[config.mk]
export PLATFORM = sky130hd
export DESIGN_NAME = shift_register_sipo
export DESIGN_NICKNAME = d
export VERILOG_FILES = /design/src/rtl/shift_register_sipo_pkg.sv /design/src/rtl/shift_register_sipo_bit_counter.sv /design/src/rtl/shift_register_sipo.sv
export SDC_FILE = /design/constraint.sdc
export NUM_CORES = 1
export LEC_CHECK = 0
export CORE_AREA = 2 2 39 41
export CTS_CLUSTER_SIZE = 25
export DETAILED_ROUTE_END_ITERATION = 10
export DIE_AREA = 0 0 41 43
export PLACE_DENSITY = 0.75
export SLEW_MARGIN = 20
export SYNTH_ARGS = -nofsm -noshare
export SYNTH_HDL_FRONTEND = slang
export SYNTH_SLANG_ARGS = --single-unit
[constraint.sdc]
create_clock -name clk -period 2.1 [get_ports clk]
set_clock_uncertainty 0.2 [all_clocks]
set_input_delay 0.315 -clock clk [delete_from_list [all_inputs] [get_ports clk]]
set_output_delay 0.315 -clock clk [all_outputs]
set_load 0.1 [all_outputs]
[src/rtl/shift_register_sipo_pkg.sv]
// rtl/shift_register_sipo_pkg.sv - shared constants and helpers for the serial link receiver
//
// Purpose: word width and bit order defaults shared with the PISO transmitter
//          so both ends of the single-wire link agree, plus the counter-width
//          helper used to size the bit counter.
// Ports:   none (package).
package shift_register_sipo_pkg;

  // Bits per serial word; the PISO transmitter uses the same default.
  localparam int SIPO_WIDTH_DEFAULT = 5;

  // 1: the first bit on the wire is the word MSB.
  localparam bit SIPO_MSB_FIRST_DEFAULT = 1'b1;

  // Bits needed to hold a count of 0..width.
  function automatic int cnt_width(input int width);
    return $clog2(width + 1);
  endfunction

endpackage

[src/rtl/shift_register_sipo_bit_counter.sv]
// rtl/shift_register_sipo_bit_counter.sv - modulo-WIDTH bit counter with sync-clear
//
// Purpose: counts sampled serial bits within a word and flags the bit that
//          completes the word.
// Ports:
//   clk  - system clock
//   rst  - synchronous active-high reset
//   en   - a serial bit is sampled this cycle
//   clr  - frame re-alignment; restarts the word (this cycle's bit, if any,
//          becomes bit 0)
//   cnt  - bits already collected in the current word (0..WIDTH-1)
//   tc   - this cycle's bit completes a word (never while clr is high)
module sipo_bit_counter
  import shift_register_sipo_pkg::*;
#(
  parameter int WIDTH = SIPO_WIDTH_DEFAULT,
  parameter int CW    = cnt_width(WIDTH)
) (
  input  logic          clk,
  input  logic          rst,
  input  logic          en,
  input  logic          clr,
  output logic [CW-1:0] cnt,
  output logic          tc
);

  localparam logic [CW-1:0] LAST = CW'(WIDTH - 1);

  logic [CW-1:0] r_cnt;

  always_ff @(posedge clk) begin
    if (rst) begin
      r_cnt <= '0;
    end else if (clr) begin
      // A bit arriving with the alignment pulse starts the new word.
      r_cnt <= en ? CW'(1) : '0;
    end else if (en) begin
      r_cnt <= (r_cnt == LAST) ? '0 : r_cnt + CW'(1);
    end
  end

  assign cnt = r_cnt;
  assign tc  = en & ~clr & (r_cnt == LAST);

endmodule

[src/rtl/shift_register_sipo.sv]
// rtl/shift_register_sipo.sv - serial-in/parallel-out receiver with valid/ready output
//
// Purpose: assembles WIDTH serial bits (qualified by si_en) into a word and
//          presents it on a registered parallel output with a valid/ready
//          handshake, frame re-alignment via sync and a sticky overrun flag.
// Ports:
//   clk      - system clock
//   rst      - synchronous active-high reset
//   si       - serial data bit
//   si_en    - si is sampled this cycle
//   sync     - frame alignment; discards any partial word
//   po       - completed word, stable while po_valid is high
//   po_valid - completed word available
//   po_ready - consumer takes po when po_valid and po_ready are both high
//   busy     - a partial word is in progress
//   overrun  - sticky; a completed word was dropped
module shift_register_sipo
  import shift_register_sipo_pkg::*;
#(
  parameter int WIDTH     = SIPO_WIDTH_DEFAULT,
  parameter bit MSB_FIRST = SIPO_MSB_FIRST_DEFAULT
) (
  input  logic             clk,
  input  logic             rst,
  input  logic             si,
  input  logic             si_en,
  input  logic             sync,
  output logic [WIDTH-1:0] po,
  output logic             po_valid,
  input  logic             po_ready,
  output logic             busy,
  output logic             overrun
);

  localparam int CW = cnt_width(WIDTH);

  logic [WIDTH-1:0] r_sreg;
  logic [WIDTH-1:0] r_po;
  logic             r_po_valid;
  logic             r_overrun;

  logic [WIDTH-1:0] w_sreg_next;
  logic [CW-1:0]    w_cnt;
  logic             w_complete;

  sipo_bit_counter #(
    .WIDTH (WIDTH),
    .CW    (CW)
  ) u_bit_counter (
    .clk (clk),
    .rst (rst),
    .en  (si_en),
    .clr (sync),
    .cnt (w_cnt),
    .tc  (w_complete)
  );

  // Shifted value including the current bit; on a completion cycle this is
  // the finished word. Stale bits left after sync are shifted out before the
  // next completion, so sreg itself needs no clearing.
  generate
    if (MSB_FIRST) begin : g_msb_first
      assign w_sreg_next = {r_sreg[WIDTH-2:0], si};
    end else begin : g_lsb_first
      assign w_sreg_next = {si, r_sreg[WIDTH-1:1]};
    end
  endgenerate

  always_ff @(posedge clk) begin
    if (rst) begin
      r_sreg     <= '0;
      r_po       <= '0;
      r_po_valid <= 1'b0;
      r_overrun  <= 1'b0;
    end else begin
      if (si_en) begin
        r_sreg <= w_sreg_next;
      end

      if (w_complete) begin
        if (!r_po_valid || po_ready) begin
          // Empty holding register, or the old word leaves on this edge.
          r_po       <= w_sreg_next;
          r_po_valid <= 1'b1;
        end else begin
          // Consumer still holds the old word: drop the new one.
          r_overrun <= 1'b1;
        end
      end else if (r_po_valid && po_ready) begin
        r_po_valid <= 1'b0;
      end
    end
  end

  assign po       = r_po;
  assign po_valid = r_po_valid;
  assign overrun  = r_overrun;
  assign busy     = (w_cnt != '0);

endmodule
Word-level counts from Yosys, hierarchy flattened
Index checks and enable logic that the tools add are counted.
{"block": "totals", "regBits": 14, "in_bits": 6, "out_inout_bits": 8, "wordCells": 28}
{"block": "op_classes", "n_addsub": 1, "n_eq_ne": 2, "mux": 7, "bitwise": 4, "reduce_logical": 9}
{"operator": "3-bit 2-to-1 mux", "n": 3}
{"operator": "2-bit AND reduction", "n": 3}
{"operator": "1-bit 2-to-1 mux", "n": 4}
{"operator": "2-bit nonzero test", "n": 2}
{"operator": "3-bit by 1-bit adder with 3-bit output, second input constant", "n": 1}
{"operator": "3-bit == test, second input constant", "n": 1}
{"operator": "3-bit nonzero test", "n": 1}
{"operator": "1-bit bitwise AND", "n": 2}
{"operator": "2-bit inequality test, second input constant", "n": 1}
{"operator": "1-bit NOT", "n": 2}
{"operator": "1-bit logical AND", "n": 1}
{"operator": "1-bit zero test", "n": 1}
{"operator": "1-bit logical OR", "n": 1}

Depth between registers and ports, before layout
Gate-level depths: netlist of run 1.
{"block": "depth", "word_depth": 5, "ltp_mapped": 6}

By module
A second synthesis of run 1 with hierarchy kept.
{"block": "hier_totals", "hier_cells": 63, "hier_area_um2": 618.1}
{"module": "shift_register_sipo", "instances": 1, "cells_each": 44, "area_per_inst_um2": 454.2}
{"module": "sipo_bit_counter", "instances": 1, "cells_each": 19, "area_per_inst_um2": 163.9}

Least setup slack after synthesis of run 1
OpenSTA, ideal clock, no wires.
{"block": "synth_timing", "path_type": "register to register", "from": "register r_po_valid (netlist: po_valid)", "to": "register r_po[0] (netlist: po[0])", "setup_time_ns": 0.071, "arrival_ns": 1.659, "required_time_ns": 1.829, "path_slack_ns": 0.171, "path_stages_with_launch": 5, "path_cell_list": "dfxtp_1 nor2b_1 clkbuf_1 o21ai_0 a21oi_1"}
{"block": "synth_via", "elab_chain_cells": 3}
{"item": "start, declared", "line_no": "shift_register_sipo.sv:39", "text": "logic r_po_valid;"}
{"item": "start signal, assigned", "line_no": "shift_register_sipo.sv:73", "text": "r_po_valid <= 1'b0;"}
{"item": "start signal, assigned", "line_no": "shift_register_sipo.sv:84", "text": "r_po_valid <= 1'b1;"}
{"item": "start signal, assigned", "line_no": "shift_register_sipo.sv:90", "text": "r_po_valid <= 1'b0;"}
{"item": "1-bit zero test", "line_no": "shift_register_sipo.sv:81", "text": "if (!r_po_valid || po_ready) begin"}
{"item": "1-bit logical OR", "line_no": "shift_register_sipo.sv:81"}
{"item": "2-bit AND reduction (no source line)"}
{"item": "end signal, assigned", "line_no": "shift_register_sipo.sv:83", "text": "r_po <= w_sreg_next;"}
{"item": "end, declared", "line_no": "shift_register_sipo.sv:38", "text": "logic [WIDTH-1:0] r_po;"}
No other way between the ends.
A chain may end at the register's enable or synchronous reset.

Worst setup path after layout of run 1
{"block": "layout_timing", "from": "register u_bit_counter.r_cnt[0] (netlist: u_bit_counter.cnt[0])", "to": "output port busy"}
{"block": "layout_via", "elab_chain_cells": 1}
{"item": "start, declared", "line_no": "shift_register_sipo_bit_counter.sv:29", "text": "logic [CW-1:0] r_cnt;"}
{"item": "start signal, assigned", "line_no": "shift_register_sipo_bit_counter.sv:36", "text": "r_cnt <= en ? CW'(1) : '0;"}
{"item": "start signal, assigned", "line_no": "shift_register_sipo_bit_counter.sv:38", "text": "r_cnt <= (r_cnt == LAST) ? '0 : r_cnt + CW'(1);"}
{"item": "3-bit nonzero test", "line_no": "shift_register_sipo.sv:98", "text": "assign busy = (w_cnt != '0);"}
{"item": "end, declared", "line_no": "shift_register_sipo.sv:31", "text": "output logic busy,"}
No other way between the ends.

==> results list, run 1 <==
- Fraction of power consumed by combinational cells: 12.3%
* Startpoint of the worst hold path: overrun
- Post-detailed-placement half-perimeter wirelength: 775 um
* Met3 Routed Length: around 40 um
- Setup repair after global routing left no endpoint under its margin.
- Power per standard cell area: approximately 640 nW/um^2
* Register area share after synthesis: a little under half
- Clock-pin slew was measured on the worst setup and hold paths at around 80 ps.
- Buffers inserted during clock tree synthesis total 3.
- The finished cells cover roughly 740 sq um.
* Max-slew violation total from the final report: 0
- 14 I/O pins were placed.
* Worst hold path cell count: 2
* Depth of the worst register-to-register path: 5
- The cell count after synthesis came out at 62.
- The startpoint identified for the worst register-to-register timing path is u_bit_counter.cnt[0].
* Clock insertion delay at the later pin of the skew report: between 200 and 300 ps
* Wire length on met1: roughly 500 um
- Post-route setup TNS: 0 ps
- Post-CTS timing repair inserted 0 buffers for setup.
* Synthesis-stage register bit count: 14
- Critical path endpoint category: primary output
- The clock network burns a little under a third of the power.
- Share of the synthesized area in the top cell type: a little under half
- In the final layout, the share of cells above drive strength 1 is between 10% and 20%.
- In this run the cell area measured after placement is ~720 sq um.
* Post-route worst hold slack: ~280 ps
- Fmax achieved: around 0.57 GHz
- R2R Path End: po[4]
- TritonCTS clock tree: yes
- Maximum number of pins on one net before global-route repair: 15
- Total track usage: between 10% and 20%
- Worst reg2reg setup slack: about 600 ps
- Number of nets at the end of the flow: 86
- Setup Crit Path Kind: flop to primary output
- MaxCap Viol Count: 0
- The flow ran to the end, and the final reports show no timing, DRC or antenna violations.
* Final Hold Violating Endpoints: 0
- In this run the worst path has a maximum fanout of 4.
- The worst pin sits at a relative slew slack of roughly two thirds.
- The number of global-route vias before repair is 399.
- The number of antenna violations at the first check in global routing is 0.
* Proportion of total power due to net switching: between 20% and 30%
* Hold bufs inserted after CTS: 0
- For this run, the number of Yosys warnings is 0.
* Signal arrival time at the worst endpoint: ~1200 ps
* Most area-hungry cell type in the Yosys netlist: dfxtp_1
- Layout area overhead: 25.3%
- Summed over all layers, the routed wires come to approximately 1100 um.
- STA classifies the critical path startpoint as a flop.
- Power, Total: between 400 and 500 uW
* Net count of the mapped netlist: 70
- DIE HEIGHT: around 43 um
* Met2 routed WL: about 510 um
* Syn_area_per_cell: between 9 and 10 sq um
- Internal power component: 362 uW
- Remaining DRCs: 0
- Post-DR wirelength/cell: approximately 12 um
- Maximum level of the CTS H-tree: 1
- Number of violations reported at the end of detailed-routing iteration 0: 7
* Critical path data required time: 1580 ps
- LEAKAGE: 0.305 nW
* Number of failing setup endpoints in the final timing report: 0
- The detailed router used layers up to and including met3.
- In the final layout, the multi-input gates occupy 275 sq um.
* Non-filler instance count after layout: just over 90
- Gates resized during post-CTS repair numbered 0.
- Dividing the detail-routed via count by the number of cells gives a little over 5.
- In this run the remaining antenna-violating nets after routing total 0.
- Overall die width: approximately 41 um
- Psw: about 110 uW
- After layout, the worst path uses between 80% and 90% of the clock period.
- The clock period could shrink to about 1700 ps.
- Seq pwr share: roughly 57%
- Row generation in the floorplan step produced 14 rows.
- CTS placed an instance of clkbuf_4 at the clock tree root.
- At the pin with the least slew margin, the transition time is ~500 ps.
* Yosys cell types: 17
* Antenna Cells: 0
* First-pass GRT wire length: roughly 1700 um
- The die covers around 1800 sq um.
* Sequential cell area: about 280 sq um
- Cell types occupying the most area after synthesis: dfxtp_1 47%, mux2i_1 8.4%, nand3b_1 6.3%, a21oi_1 5.9%, o21ai_0 5.1%
- The first TritonRoute pass finished after 3 iterations.
* Class of the tightest hold or removal check: flop to flop
* Global route overflow: 0
* Fillcell total: approximately 140
- Syn Std Cell Area: 593 sq um
- Counting tap cells, the placed design contains a total of 89 instances.
- Clock tree buffer depth: 2
- Final RePlAce weighted congestion: between 0.7 and 0.8
- For hold timing, the worst endpoint is overrun.
- IO buf count: 13
- CTS sink count: 14
- For this configuration, the core starts out at a cell density of a little over two fifths.
- Via count: 466
- VDD sags by at most roughly 0.26 mV.
* Floorplan Core Area: 1380 sq um
## power by group through the flow
| stage | sequential, mW | combinational [mW] | clock [mW] |
|---|---|---|---|
| floorplan | 0.278 | 0.0355 | 0 |
| global placement | 0.279 | 0.0575 | 0 |
| detailed placement | 0.279 | 0.0586 | 0 |
| CTS | 0.273 | 0.0588 | 0.153 |
| global route | 0.274 | 0.0628 | 0.164 |
| finish | 0.273 | 0.0584 | 0.146 |
## worst max-delay path, stage by stage, from the launching register on
cell	delay [ps]
dfxtp_1	350
inv_1	50
ha_1	230
nand2b_1	130
buf_12	180
## logic make-up after synthesis
family | count (synthesis) | synth area share, %
and+or+nand+nor | 21 | 21.3
DFF | 14 | 47.3
AOI/OAI and AO/OA | 13 | 11.0
buffers and inverters | 6 | 6.33
muxes | 5 | 8.44
adders and majority gates | 2 | 4.22
xor gates and xnor gates | 1 | 1.48
## routing by layer
layer	vias to the layer above	GRT usage [%]
met5	-	0
met4	0	8.00
met3	0	6.28
met2	8	20.6
met1	212	18.1
li1	246	-
## metrics by stage
stage,setup WS (ps),utilization (%)
detailed placement,344,52.1
CTS,335,53.7
global placement,396,52.1
global route,262,53.7
finish,358,53.7
floorplan,171,-
## cell usage in the layout (no fill, tap or decap), drive strengths merged
cell,netlist,routed
dfxtp,14,14
buf,2,10
a21oi,7,7
nor2,7,7
o21ai,6,6
nand3b,5,5
mux2i,5,5
clkdlybuf4s50,0,5
nor3,3,3
clkbuf,2,3
inv,2,2
nor2b,2,2
ha,2,2
nand2b,1,1
and4b,1,1
nand4b,1,1
and3b,1,1
xnor2,1,1
## synthesized netlist by cell type
master and n:
nor2_1 7, clkbuf_1 2, dfxtp_1 14, nand3b_1 5, a21oi_1 7, nand2b_1 1, nand4b_1 1, xnor2_1 1
mux2i_1 5, nor3_1 3, nor2b_1 2, ha_1 2, and4b_1 1, o21ai_0 6, and3b_2 1, buf_6 2
inv_1 2
## worst max path at each step
stage,start,to,slack [ps],cells after the start
final,u_bit_counter.cnt[0],busy,360,4
after global routing,u_bit_counter.cnt[0],busy,260,4
after floorplan,po_valid,po[0],170,4
after global placement,sync,po[1],400,4
after CTS,u_bit_counter.cnt[0],busy,330,4
after detailed placement,sync,po[0],340,4
## sequential cells by signal, summed over array words and instances, names as in the netlist
signal / flops
po_valid: 1
u_bit_counter.cnt: 3
r_sreg: 4
overrun: 1
po: 5
## layout make-up
| type | count | share of cell area, % |
|---|---|---|
| clock buffer | 3 | 3.03 |
| inverter | 2 | 1.01 |
| multi-input combinational | 42 | 37.0 |
| tap | 16 | 2.69 |
| timing repair buffer | 15 | 18.5 |
| sequential | 14 | 37.7 |
No activity file was read; power rests on OpenSTA's default activity.
==> run 2: changes to the inputs <==
--- a/config.mk
+++ b/config.mk
@@ -5,11 +5,10 @@
 export SDC_FILE = /design/constraint.sdc
 export NUM_CORES = 1
 export LEC_CHECK = 0
-export CORE_AREA = 2 2 39 41
+export CORE_UTILIZATION = 41
 export CTS_CLUSTER_SIZE = 25
 export DETAILED_ROUTE_END_ITERATION = 10
-export DIE_AREA = 0 0 41 43
-export PLACE_DENSITY = 0.75
+export PLACE_DENSITY = 0.72
 export SLEW_MARGIN = 20
 export SYNTH_ARGS = -nofsm -noshare
 export SYNTH_HDL_FRONTEND = slang
==> constraint.sdc (replaced) <==
create_clock -name clk -period 1.6 [get_ports clk]
set_clock_uncertainty 0.2 [all_clocks]
set_input_delay 0.24 -clock clk [delete_from_list [all_inputs] [get_ports clk]]
set_output_delay 0.24 -clock clk [all_outputs]
set_load 0.1 [all_outputs]
==> run 2 against run 1 <==
Clock power increased by 68%. Cell count up 1.1%. Sequential power grew 31%. Count of clock-buffer cells in the layout rose by 1. Die area fell by 9.1%. Final area up 17%. Critical path depth unchanged. Highest routed layer is now met4.
==> results list, run 2 (synthesis gave the netlist of run 1 again) <==
- Buffers & Inverters on Critical Path: 2
* Setup Crit Path Kind: flop to primary output
* Floorplan Core Area: about 1300 sq um
- The endpoint identified for the worst register-to-register timing path is po[1].
- Setup repair after global routing left no endpoint under its margin.
- From synthesis to final layout, the design area changed by 47.0%.
- Maximum number of pins on one net before global-route repair: 15
* IO buf count: 13
- Summed over all layers, the routed wires come to between 1000 and 1500 um.
- Max reg flops: 5
- On the critical path the largest part of the delay comes from flip-flops.
- Across all layers, the routed design uses between 400 and 500 vias.
* Max-slew violation total from the final report: 0
- Final Hold Violating Endpoints: 0
- Seq pwr share: between 50 and 60%
- The floorplan step defined a die boundary enclosing roughly 1600 sq um.
* Via-to-Cell Ratio: about 5
- Counting I/O delays and the setup requirement, the final critical path takes ~1500 ps.
- The tightest min-delay check is of the flop to flop type.
- The final layout contains between 80 and 90 nets.
- In this run, the clock network consumes a little over a third of the power.
- For the worst setup path, the data arrival time is around 1100 ps.
- Detail Route Antenna Nets: 0
- Start of the worst register-to-register path: u_bit_counter.cnt[0]
- The die is roughly 40 um tall.
- Critical Path Start Type: flop
* Final worst-path cycle share: a little over nine tenths
- Library cell used as clock root buffer: clkbuf_4
* Clock transition at the registers of the reported paths: around 80 ps
- Fmax achieved: around 0.65 GHz
- Setup violations remaining at the end of the flow were counted as 0.
* Depth of the worst register-to-register path: 5
- On the final layout, the worst hold slack is ~280 ps.
* Share of cells above drive strength 1: between 20% and 30%
* Post-detailed-placement half-perimeter wirelength: slightly below 800 um
- Hold repair after CTS inserted 0 buffers.
- Worst reg2reg setup slack: between 150 and 200 ps
- Number of antenna violations at the first check in global routing: 0
* Post-route setup TNS: 0 ps
* Num CTS Buffers: 3
* Fraction of power consumed by combinational cells: approximately 12%
* First-pass GRT wire length: around 1700 um
- Dividing total power by cell area gives a power density of around 790 nW/um^2.
- After the flow finishes, the layout carries non-filler instances totaling 93.
* MaxCap Viol Count: 0
- Post-DR wirelength/cell: about 11 um
- Psw: ~160 uW
* Cell at the slowest stage of the critical path: dfxtp_2
* Peak supply drop: 0.723 mV
- For this run, the detailed router's first-pass iteration total came to 3.
- The most critical setup path has its endpoint at busy.
- Timing startpoint of the critical path: u_bit_counter.cnt[0]
- Critical path data required time: ~1200 ps
- Net switching is between 20% and 30% of the power.
* Cell breakdown of the critical path: inv_1, ha_4, nand2b_2, buf_12
* Clock tree buffer depth: 2
- Number of violations reported at the end of detailed-routing iteration 0: 7
- The clock reaches the later pin of the worst-skew pair after 280 ps.
* Critical path endpoint category: primary output
- In this design, the stage delay of the slowest critical-path cell is 340 ps.
- Most frequent cells in the layout: 11 x dfxtp_1, 8 x buf_12, 7 x a21oi_1, 7 x nor2_1, 6 x o21ai_0
* Slew margin rel.: 63.3%
- Number of ports placed on the die boundary: 14
* Total track usage: between 10% and 20%
- LEAKAGE: 0.337 nW
* Maximum fanout encountered on the critical timing path: 4
- Global routing finished with a remaining overflow of 0.
- Counting buffers and inverters, the worst setup path is 4 cells deep.
- For the pin with the worst max-slew slack, the measured transition is roughly 550 ps.
* Overall die width: 40.0 um
- For this run, design rule violations remaining after detail routing come to 0.
- Counting tap cells, the placed design contains a total of a little under 90 instances.
- The number of global-route vias before repair came to 407.
- The run finished with clean final reports.
* Starting utilization of the core area: a little under half
- The clock net in this run drives a total of 14 sinks.
- The initialized floorplan defines 13 standard-cell rows.
* Total setup buffers inserted after CTS: 0
- In this run the number of H-tree levels came out at 1.
- Most frequent standard cell in the layout excluding fill and tap cells: dfxtp_1
* Final RePlAce weighted congestion: roughly 0.76
* Internal power component: approximately 530 uW
* TritonCTS clock tree: yes
- The number of antenna diodes in the final layout is 0.
run 2: power by group through the flow:
| stage | combinational [mW] | sequential, mW | clock [mW] |
|---|---|---|---|
| finish | 0.0857 | 0.357 | 0.246 |
| global route | 0.0929 | 0.358 | 0.273 |
| CTS | 0.0830 | 0.357 | 0.255 |
| detailed placement | 0.0816 | 0.365 | 0 |
| global placement | 0.0802 | 0.364 | 0 |
| floorplan | 0.0478 | 0.364 | 0 |
run 2: area by class of cell:
type	instances	area, sq um
fillers	106	445
multi-input cells	42	290
flip-flops and latches	14	287
repair buffers	16	233
clock buffers	4	36.3
well taps	15	18.8
inverters	2	7.51
run 2: worst min-delay path: stages (launching register included):
cell	delay, ps
dfxtp_1	320
nand3b_1	70
a21oi_1	50
run 2: through the flow:
stage / util [%] / total power, mW / worst slack [ps] / instance area [sq um]
floorplan: - / 0.411 / 53.5 / 599
global placement: 62.3 / 0.445 / -25.6 / 821
detailed placement: 62.3 / 0.447 / -70.8 / 821
CTS: 65.4 / 0.695 / 27.7 / 862
global route: 66.2 / 0.724 / 2.18 / 872
finish: 66.2 / 0.689 / 62.2 / 872
run 2: routing by layer:
layer  wire [um]  track usage (%)
met5           0                0
met2         453             22.6
met1         501             21.5
met3          50             10.0
met4          18             7.76
run 2: worst min-delay path by stage:
| stage | end | start | cells after the start |
|---|---|---|---|
| floorplan | po[4] | rst | 1 |
| global placement | r_sreg[3] | r_sreg[3] | 2 |
| detailed placement | po[4] | r_sreg[3] | 2 |
| CTS | po[4] | r_sreg[3] | 2 |
| global route | po[4] | r_sreg[3] | 2 |
| finish | po[4] | r_sreg[3] | 2 |
run 2: repair_timing:
| action | CTS | global route |
|---|---|---|
| endpoints found under the setup margin | 1 | 2 |
| gates resized for setup | 3 | 1 |
| gates cloned | 0 | 0 |
==> run 3: changes to the inputs <==
--- a/config.mk
+++ b/config.mk
@@ -9,6 +9,7 @@
 export CTS_CLUSTER_SIZE = 25
 export DETAILED_ROUTE_END_ITERATION = 10
 export PLACE_DENSITY = 0.72
+export SETUP_SLACK_MARGIN = 0.05
 export SLEW_MARGIN = 20
 export SYNTH_ARGS = -nofsm -noshare
 export SYNTH_HDL_FRONTEND = slang
==> run 3 against run 2 <==
Core utilization increased by 1.6 points. Flip-flop and latch count unchanged. Critical path depth unchanged. Non-clock buffer count increased by 2. Via count increased by 3.8%. Setup slack improved by 41 ps. Global-route usage increased by 0.35 points. Critical endpoint unchanged. Largest cell class unchanged.
==> results list, run 3 (synthesis gave the netlist of run 1 again) <==
- RSZ-0062 raised after global routing: no
* Share of the core filled with cells in the final layout: 67.8%
- Most frequent standard cell in the layout excluding fill and tap cells: dfxtp_1
* Remaining DRCs: 0
* Number of failing setup endpoints in the final timing report: 0
- DIE HEIGHT: 40.0 um
* Peak per-stage delay on the critical path: 340 ps
* Run status: finished clean
- Traced cell by cell, the critical path runs through inv_2, ha_4, nand2b_4, buf_12.
- Row generation in the floorplan step produced 13 rows.
- Clock tree buffer depth: 2
* Depth of the worst register-to-register path: 3
- Number of violations reported at the end of detailed-routing iteration 0: 8
* Power per standard cell area: around 780 nW/um^2
- Post-detailed-placement half-perimeter wirelength: approximately 770 um
* Antenna Cells: 0
* Maximum number of pins on one net before global-route repair: 15
* Clock insertion delay at the later pin of the skew report: 280 ps
* LEAKAGE: ~0.35 nW
- Peak supply drop: 0.730 mV
- Maximum fanout encountered on the critical timing path: 4
* Number of nets at the end of the flow: 89
* Worst Max-Slew Pin Slew: ~550 ps
- Critical path data required time: 1160 ps
* Slew margin rel.: between 60% and 70%
- Hold bufs inserted after CTS: 0
- Max-cap violations in this run came to 0.
* IO buf count: 13
* Routing usage on met1: a little over a fifth
- Global routing finished with a remaining overflow of 0.
- Total length of routed wires: approximately 1100 um
- Maximum level of the CTS H-tree: 1
- Critical Path Start Type: flop
- The worst hold path was traced through 2 stages.
- Share of cells above drive strength 1: between 30% and 40%
- TritonCTS clock tree: yes
- Leaving out fill and tap cells, the most frequent cells in the layout are 11 x dfxtp_1, 8 x buf_12, 7 x a21oi_1, 7 x nor2_1, 6 x o21ai_0.
- CTS saw 14 sinks.
- Pre-Repair DR Iteration Count: 4
- Overall die area: ~1600 sq um
- The number of antenna violations at the first check in global routing is 0.
- Power, Total: roughly 700 uW
- At the end of routability-driven placement, the weighted congestion stood at 0.756.
- Global Route met3 Usage: between 10% and 20%
- Final Hold Violating Endpoints: 0
- Once the floorplan was initialized, standard cells occupied 45.0% of the core.
- The routed layout has around 490 vias.
- The global routing stage identified its most utilized layer as met2.
- GR Layer Usage met2: a little under a quarter
* First-pass GRT wire length: 1750 um
- CTS placed an instance of clkbuf_4 at the clock tree root.
* Detail Route Antenna Nets: 0
- Max reg flops: 5
* Final worst-path cycle share: between 90% and 100%
- During I/O placement, the number of pins put on the boundary was 14.
- Relative to the synthesized area, the layout overhead comes to 50.6%.
- Setup Crit Path Kind: flop to primary output
- After clock tree synthesis, the clock-pin slew on the worst setup and hold paths is roughly 80 ps.
- STA classifies the critical path endpoint as a primary output.
- Via-to-Cell Ratio: 5.13
* Num CTS Buffers: 3
* Max-slew violation total from the final report: 0
* Tmin final: about 1500 ps
- Class of the tightest hold or removal check: flop to flop
- Post-DR wirelength/cell: 11.2 um
- The total area inside the core boundary comes to 1320 sq um.
- The number of global-route vias before repair was between 400 and 500.
- Signal arrival time at the worst endpoint: 1060 ps
* Overall die width: around 40 um
- Fmax achieved: ~0.67 GHz
- For this design, the slowest cell found on the critical path is dfxtp_2.
- Total track usage: between 10% and 20%
run 3: stage by stage:
step / hold slack (ps) / cell area [sq um] / TNS [ps] / cells / setup slack, ps
after floorplan: 109 / 599 / 0 / 62 / 53.5
after global placement: 273 / 821 / -105 / 89 / -25.6
after detailed placement: 276 / 821 / -290 / 89 / -70.8
after CTS: 287 / 882 / 0 / 95 / 50.7
after global routing: 302 / 893 / 0 / 95 / 57.0
final: 285 / 893 / 0 / 95 / 103
run 3: final cells by class:
type / count / area, sq um
inverter: 2 / 7.51
clock buffer: 4 / 36.3
sequential: 14 / 287
tap: 15 / 18.8
multi-input combinational: 42 / 297
timing repair buffer: 18 / 248
fill: 103 / 424
run 3: repair_timing:
| action | CTS | global route |
|---|---|---|
| resized for setup | 4 | 4 |
| buffers inserted | 2 | 0 |
| endpoints found under the hold margin | 0 | 0 |
| setup endpoints to repair | 1 | 4 |
| pin swaps | 1 | 1 |
run 3: critical path, delay by kind of cell (launching register included):
family                   cells  cell delay [ps]
flip-flops                   1              340
buffers and inverters        2              200
adder cells (fa/ha/maj)      1              170
AND/OR/NAND/NOR              1               70
run 3: report_power, final:
group / total [mW] / switching (mW) / internal [mW]
registers: 0.357 / 0.00406 / 0.353
clock network: 0.246 / 0.108 / 0.138
logic: 0.0933 / 0.0472 / 0.0461
run 3: final timing paths:
kind                                      startpoint    end  slack, ps
worst max-delay path            u_bit_counter.cnt[0]   busy        100
worst min-delay path                       r_sreg[3]  po[4]        280
worst max register to register              po_valid  po[0]        210
worst min register to register             r_sreg[3]  po[4]        280
run 3: layer usage:
| metal | share of wire, % | wire (um) |
|---|---|---|
| met5 | 0 | 0 |
| met1 | 48 | 507 |
| met3 | 4.3 | 46 |
| met4 | 1.7 | 18 |
| met2 | 46 | 488 |
